[config.mk]
export PLATFORM = sky130hd
export DESIGN_NAME = stl_rst_seq_flat
export DESIGN_NICKNAME = d
export VERILOG_FILES = /design/src/rtl/stl_rst_seq_if.sv /design/src/rtl/stl_rst_seq.sv /design/src/flat_wrapper.sv
export SDC_FILE = /design/constraint.sdc
export NUM_CORES = 1
export LEC_CHECK = 0
export CAP_MARGIN = 20
export CORE_UTILIZATION = 30
export DETAILED_ROUTE_END_ITERATION = 8
export SLEW_MARGIN = 0
export SYNTH_ARGS = -nofsm -noshare
export SYNTH_HDL_FRONTEND = slang
export SYNTH_SLANG_ARGS = --single-unit
[constraint.sdc]
create_clock -name clk -period 2.27 [get_ports clk]
set_input_delay 0.454 -clock clk [delete_from_list [all_inputs] [get_ports clk]]
set_output_delay 0.454 -clock clk [all_outputs]
set_load 0.005 [all_outputs]
[src/rtl/stl_rst_seq_if.sv]
// Request/reset bundle of the reset sequencer: asynchronous reset requests in,
// registered domain resets and status out.
interface stl_rst_seq_if;
  logic       sw_rst_req;
  logic       wdt_rst_req;
  logic       o_rst_periph;
  logic       o_rst_core;
  logic       o_rst_done;
  logic [1:0] o_rst_cause;

  modport master (
    output sw_rst_req,
    output wdt_rst_req,
    input  o_rst_periph,
    input  o_rst_core,
    input  o_rst_done,
    input  o_rst_cause
  );

  modport slave (
    input  sw_rst_req,
    input  wdt_rst_req,
    output o_rst_periph,
    output o_rst_core,
    output o_rst_done,
    output o_rst_cause
  );
endinterface

[src/rtl/stl_rst_seq.sv]
// Reset sequencer: merges POR with software/watchdog requests, holds both domain
// resets for HOLD_CYCLES, then releases the peripheral domain STAGGER cycles before the core.
module stl_rst_seq #(
  parameter int HOLD_CYCLES = 16,
  parameter int STAGGER     = 4,
  parameter int SYNC_STAGES = 2
) (
  input  logic          clk,
  input  logic          rst,
  stl_rst_seq_if.slave  bus
);

  localparam int CNT_MAX = (HOLD_CYCLES > STAGGER) ? HOLD_CYCLES : STAGGER;
  localparam int CNT_W   = $clog2(CNT_MAX + 1);

  localparam logic [CNT_W-1:0] HOLD_LAST = CNT_W'(HOLD_CYCLES - 1);
  localparam logic [CNT_W-1:0] STAG_LAST = CNT_W'(STAGGER - 1);
  localparam logic [CNT_W-1:0] CNT_ONE   = CNT_W'(1);

  localparam logic [1:0] ST_HOLD  = 2'b00;
  localparam logic [1:0] ST_REL_P = 2'b01;
  localparam logic [1:0] ST_RUN   = 2'b10;

  localparam logic [1:0] CAUSE_POR = 2'b00;
  localparam logic [1:0] CAUSE_SW  = 2'b01;
  localparam logic [1:0] CAUSE_WDT = 2'b10;

  logic [SYNC_STAGES-1:0] sw_sync_q;
  logic [SYNC_STAGES-1:0] wdt_sync_q;
  logic                   sw_prev_q;
  logic                   wdt_prev_q;
  logic                   sw_evt;
  logic                   wdt_evt;

  logic [1:0]       state_q,  state_d;
  logic [CNT_W-1:0] cnt_q,    cnt_d;
  logic             periph_q, periph_d;
  logic             core_q,   core_d;
  logic             done_q,   done_d;
  logic [1:0]       cause_q,  cause_d;

  // Request synchronizers and rising-edge detectors; prev flops clear on rst so a
  // request still high at release produces an event.
  always_ff @(posedge clk or posedge rst) begin
    if (rst) begin
      sw_sync_q  <= '0;
      wdt_sync_q <= '0;
      sw_prev_q  <= 1'b0;
      wdt_prev_q <= 1'b0;
    end else begin
      sw_sync_q  <= {sw_sync_q[SYNC_STAGES-2:0], bus.sw_rst_req};
      wdt_sync_q <= {wdt_sync_q[SYNC_STAGES-2:0], bus.wdt_rst_req};
      sw_prev_q  <= sw_sync_q[SYNC_STAGES-1];
      wdt_prev_q <= wdt_sync_q[SYNC_STAGES-1];
    end
  end

  assign sw_evt  = sw_sync_q[SYNC_STAGES-1]  & ~sw_prev_q;
  assign wdt_evt = wdt_sync_q[SYNC_STAGES-1] & ~wdt_prev_q;

  always_comb begin
    state_d  = state_q;
    cnt_d    = cnt_q;
    periph_d = periph_q;
    core_d   = core_q;
    done_d   = done_q;
    cause_d  = cause_q;

    case (state_q)
      ST_HOLD: begin
        if (cnt_q == HOLD_LAST) begin
          state_d  = ST_REL_P;
          cnt_d    = '0;
          periph_d = 1'b0;
        end else begin
          cnt_d = cnt_q + CNT_ONE;
        end
      end
      ST_REL_P: begin
        if (cnt_q == STAG_LAST) begin
          state_d = ST_RUN;
          cnt_d   = '0;
          core_d  = 1'b0;
          done_d  = 1'b1;
        end else begin
          cnt_d = cnt_q + CNT_ONE;
        end
      end
      ST_RUN: begin
      end
      default: begin
        // Unreachable encoding: fall back into a full reset hold.
        state_d  = ST_HOLD;
        cnt_d    = '0;
        periph_d = 1'b1;
        core_d   = 1'b1;
        done_d   = 1'b0;
      end
    endcase

    // A request event overrides any terminal-count transition and restarts the hold.
    if (sw_evt || wdt_evt) begin
      state_d  = ST_HOLD;
      cnt_d    = '0;
      periph_d = 1'b1;
      core_d   = 1'b1;
      done_d   = 1'b0;
      cause_d  = wdt_evt ? CAUSE_WDT : CAUSE_SW;
    end
  end

  always_ff @(posedge clk or posedge rst) begin
    if (rst) begin
      state_q  <= ST_HOLD;
      cnt_q    <= '0;
      periph_q <= 1'b1;
      core_q   <= 1'b1;
      done_q   <= 1'b0;
      cause_q  <= CAUSE_POR;
    end else begin
      state_q  <= state_d;
      cnt_q    <= cnt_d;
      periph_q <= periph_d;
      core_q   <= core_d;
      done_q   <= done_d;
      cause_q  <= cause_d;
    end
  end

  assign bus.o_rst_periph = periph_q;
  assign bus.o_rst_core   = core_q;
  assign bus.o_rst_done   = done_q;
  assign bus.o_rst_cause  = cause_q;

endmodule

[src/flat_wrapper.sv]
// flat-port wrapper written by rule: the top's interface ports become plain ports
module stl_rst_seq_flat 
#(
  parameter int HOLD_CYCLES = 16,
  parameter int STAGGER     = 4,
  parameter int SYNC_STAGES = 2
)
  (clk, rst, bus_sw_rst_req, bus_wdt_rst_req, bus_o_rst_periph, bus_o_rst_core, bus_o_rst_done, bus_o_rst_cause);
  stl_rst_seq_if bus_i ();
  input  logic clk;
  input  logic rst;
  input wire logic [$bits(bus_i.sw_rst_req)-1:0] bus_sw_rst_req;
  input wire logic [$bits(bus_i.wdt_rst_req)-1:0] bus_wdt_rst_req;
  output wire logic [$bits(bus_i.o_rst_periph)-1:0] bus_o_rst_periph;
  output wire logic [$bits(bus_i.o_rst_core)-1:0] bus_o_rst_core;
  output wire logic [$bits(bus_i.o_rst_done)-1:0] bus_o_rst_done;
  output wire logic [$bits(bus_i.o_rst_cause)-1:0] bus_o_rst_cause;
  assign bus_i.sw_rst_req = bus_sw_rst_req;
  assign bus_i.wdt_rst_req = bus_wdt_rst_req;
  assign bus_o_rst_periph = bus_i.o_rst_periph;
  assign bus_o_rst_core = bus_i.o_rst_core;
  assign bus_o_rst_done = bus_i.o_rst_done;
  assign bus_o_rst_cause = bus_i.o_rst_cause;
  stl_rst_seq #(.HOLD_CYCLES(HOLD_CYCLES), .STAGGER(STAGGER), .SYNC_STAGES(SYNC_STAGES)) u_core (.clk(clk), .rst(rst), .bus(bus_i));
endmodule
==> impl_results.md <==
- Number of inserted diodes: 0
- Pwr per Cell Area: 862 nW/um^2
- Port bufs: 8
- Vias in the first global route: 571
- Mapped Cells: 79
- Dpl ws: 0.334 ns
- Peak Freq: 506 MHz
- Post-CTS Hold Buffers: 0
- Slew headroom: 0.546
- P_sw: 0.274 mW
- Area growth syn-to-layout: 17.1%
- Total grt overflow: 0
- Max Root-Sink Buffers: 2
- Row count: 19
- Final Cycle Share: 0.870
- Fin crit period: 1.98 ns
- Cells after DPL: 116
- Clk root buf: clkbuf_4
- Drt first pass iters: 4
- # setup viols final: 0
- Max FO, Critical Path: 4
- Post-CTS setup buffer count: 0
- Internal power: 0.596 mW
- Post-DR vias/cell: 4.83
- Unrepaired setup endpoints after global routing: false
- Power share of the clock group: 0.226
- Die area: 3090 um^2
- Final ANT Viol Nets: 0
- Worst Max-Slew Pin Slew: 0.681 ns
- Yosys cell types: 25
- Core outline area: 2730 um^2
- CTS buffer count: 3
- Most frequent cells in the layout: 16 x dfrtp_1, 8 x nand3_1, 8 x inv_1, 8 x clkdlybuf4s50_1, 7 x ha_1
- Critical path class: reg -> reg
- Clk sinks: 18
- Setup ws final: 0.294 ns
- Initial cell density of the core: 0.315
- Mean Syn Cell Area: 10.9 um^2
- Clk_skew: 0.00208 ns
- Post-Layout Cell Count: 120
- Routed WL: 1360 um
- Status: finished clean
- Req. time, crit path: 2.46 ns
- Fin Hold WS: 0.365 ns
- Area after DPL: 973 um^2
- Nets: 101
- Clock Latency Late Sink: 0.30 ns
- WL/cell: 11.4 um
- GR Util All Layers: 0.101
- Ports: 9
- Initial antenna violation count: 0
- Crit path DAT: 2.16 ns
- Share of cells above drive strength 1: 0.0899
- Switching Fraction: 0.315
- Max IR drop VDD: 501 uV
- Syn_nets: 90
- Yosys reg bits: 18
- Setup TNS Final: 0 ns
- Sequential area share after synthesis: 0.525
- Leak pwr: 0.444 nW
- Design area: 1010 um^2
- DR vias: 580
- DRC errors left: 0
- Startpoint Class: flip-flop
- Worst Hold Class: reg -> reg
- Sequential Power Share: 0.471
- Combinational power share: 0.302
- Htree depth: 1
- Post-DP HPWL: 1010 um
- GPL Wtd Cong: 0.779
- Slew Limit Fails: 0
- Most common cell after layout, fill and taps aside: dfrtp_1
- Setup crit end kind: flip-flop
- CTS tree: built
- DR iter-0 viols: 6
- # resized after CTS: 0
- Die height: 55.6 um
- Die Wd: 55.6 um
- Largest net degree at the start of global routing: 19
- Clock-pin slew on the worst setup and hold paths: 0.10 ns
- Synth Cell Area: 862 um^2
- Global-route wire length before repair: 2440 um
- Total of max-cap violations: 0
- Number of hold violations in the final report: 0
- Synth Warn #: 0
power groups by stage:
stage          clock network (mW)  logic [mW]  registers, mW
3_3_place_gp                    0       0.263          0.413
3_5_place_dp                    0       0.263          0.418
6_report                    0.197       0.263          0.410
5_1_grt                     0.214       0.296          0.419
4_1_cts                     0.203       0.266          0.411
2_1_floorplan                   0       0.199          0.410
final timing paths:
path / startpoint / end / slack [ns] / depth (start not counted)
min in group asynchronous: rst / u_core.wdt_sync_q[0] / 0.54 / 2
min reg2reg: u_core.wdt_sync_q[0] / u_core.wdt_sync_q[1] / 0.37 / 0
max reg2reg: u_core.cnt_q[0] / u_core.cnt_q[2] / 0.29 / 8
max in group asynchronous: rst / u_core.cnt_q[2] / 1.29 / 2
min: u_core.wdt_sync_q[0] / u_core.wdt_sync_q[1] / 0.37 / 0
max: u_core.cnt_q[0] / u_core.cnt_q[2] / 0.29 / 8
worst max-delay path, stage by stage (launching register included):
cell and delay [ns]:
dfrtp_1 0.42, ha_1 0.24, nand3_1 0.11, inv_1 0.05
ha_1 0.19, nor2b_1 0.24, a21o_1 0.18, nand2_1 0.10
o311ai_0 0.33
cells in the mapped netlist:
library cell | count | area, um^2
or4b_4 | 1 | 13.8
nand2_1 | 4 | 15.0
o311ai_0 | 1 | 8.76
nand4_1 | 1 | 6.26
nor2_1 | 3 | 11.3
a211o_1 | 1 | 8.76
a21oi_1 | 1 | 5.00
and3_1 | 1 | 6.26
nand3_1 | 8 | 40.0
ha_1 | 7 | 87.6
inv_1 | 8 | 30.0
o21bai_1 | 1 | 7.51
nor3_1 | 4 | 20.0
nand4b_1 | 1 | 8.76
a21o_1 | 1 | 7.51
nor2b_1 | 5 | 31.3
o211ai_1 | 2 | 15.0
nand2b_1 | 1 | 6.26
o31ai_1 | 1 | 7.51
o21ai_0 | 3 | 15.0
dfstp_2 | 2 | 52.6
dfrtp_1 | 16 | 400
clkbuf_1 | 2 | 7.51
a211oi_4 | 1 | 20.0
mux2i_1 | 3 | 30.0
flip-flops by register name (all words and copies together) (netlist names), 2 cells and up:
name                    cells
u_core.sw_sync_q            2
u_core.cnt_q                5
u_core.wdt_sync_q           2
u_core.state_q              2
u_core.bus.o_rst_cause      2
logic make-up after synthesis:
kind of cell             synth area share
AND/OR/NAND/NOR                     0.184
flip-flops                          0.525
AO/OA/AOI/OAI                       0.110
buffers and inverters              0.0435
adder cells (fa/ha/maj)             0.102
multiplexers                       0.0348
routing by layer:
layer / GRT usage / up-vias / wire length (um)
li1: - / 293 / -
met1: 0.133 / 272 / 669
met2: 0.160 / 10 / 614
met3: 0.0140 / 5 / 42
met4: 0.0536 / 0 / 37
met5: 0 / - / 0
through the flow:
step	util	power (mW)
after floorplan	-	0.609
after global placement	0.356	0.676
after detailed placement	0.356	0.681
after CTS	0.369	0.880
after global routing	0.369	0.929
final	0.369	0.870
area by class of cell:
type | instances | area (um^2)
fill | 264 | 1720
sequential | 18 | 453
multi-input combinational | 51 | 372
timing repair buffer | 8 | 80.1
inverter | 8 | 30.0
clock buffer | 4 | 36.3
tap | 31 | 38.8
(Power assumes the default switching activity.)
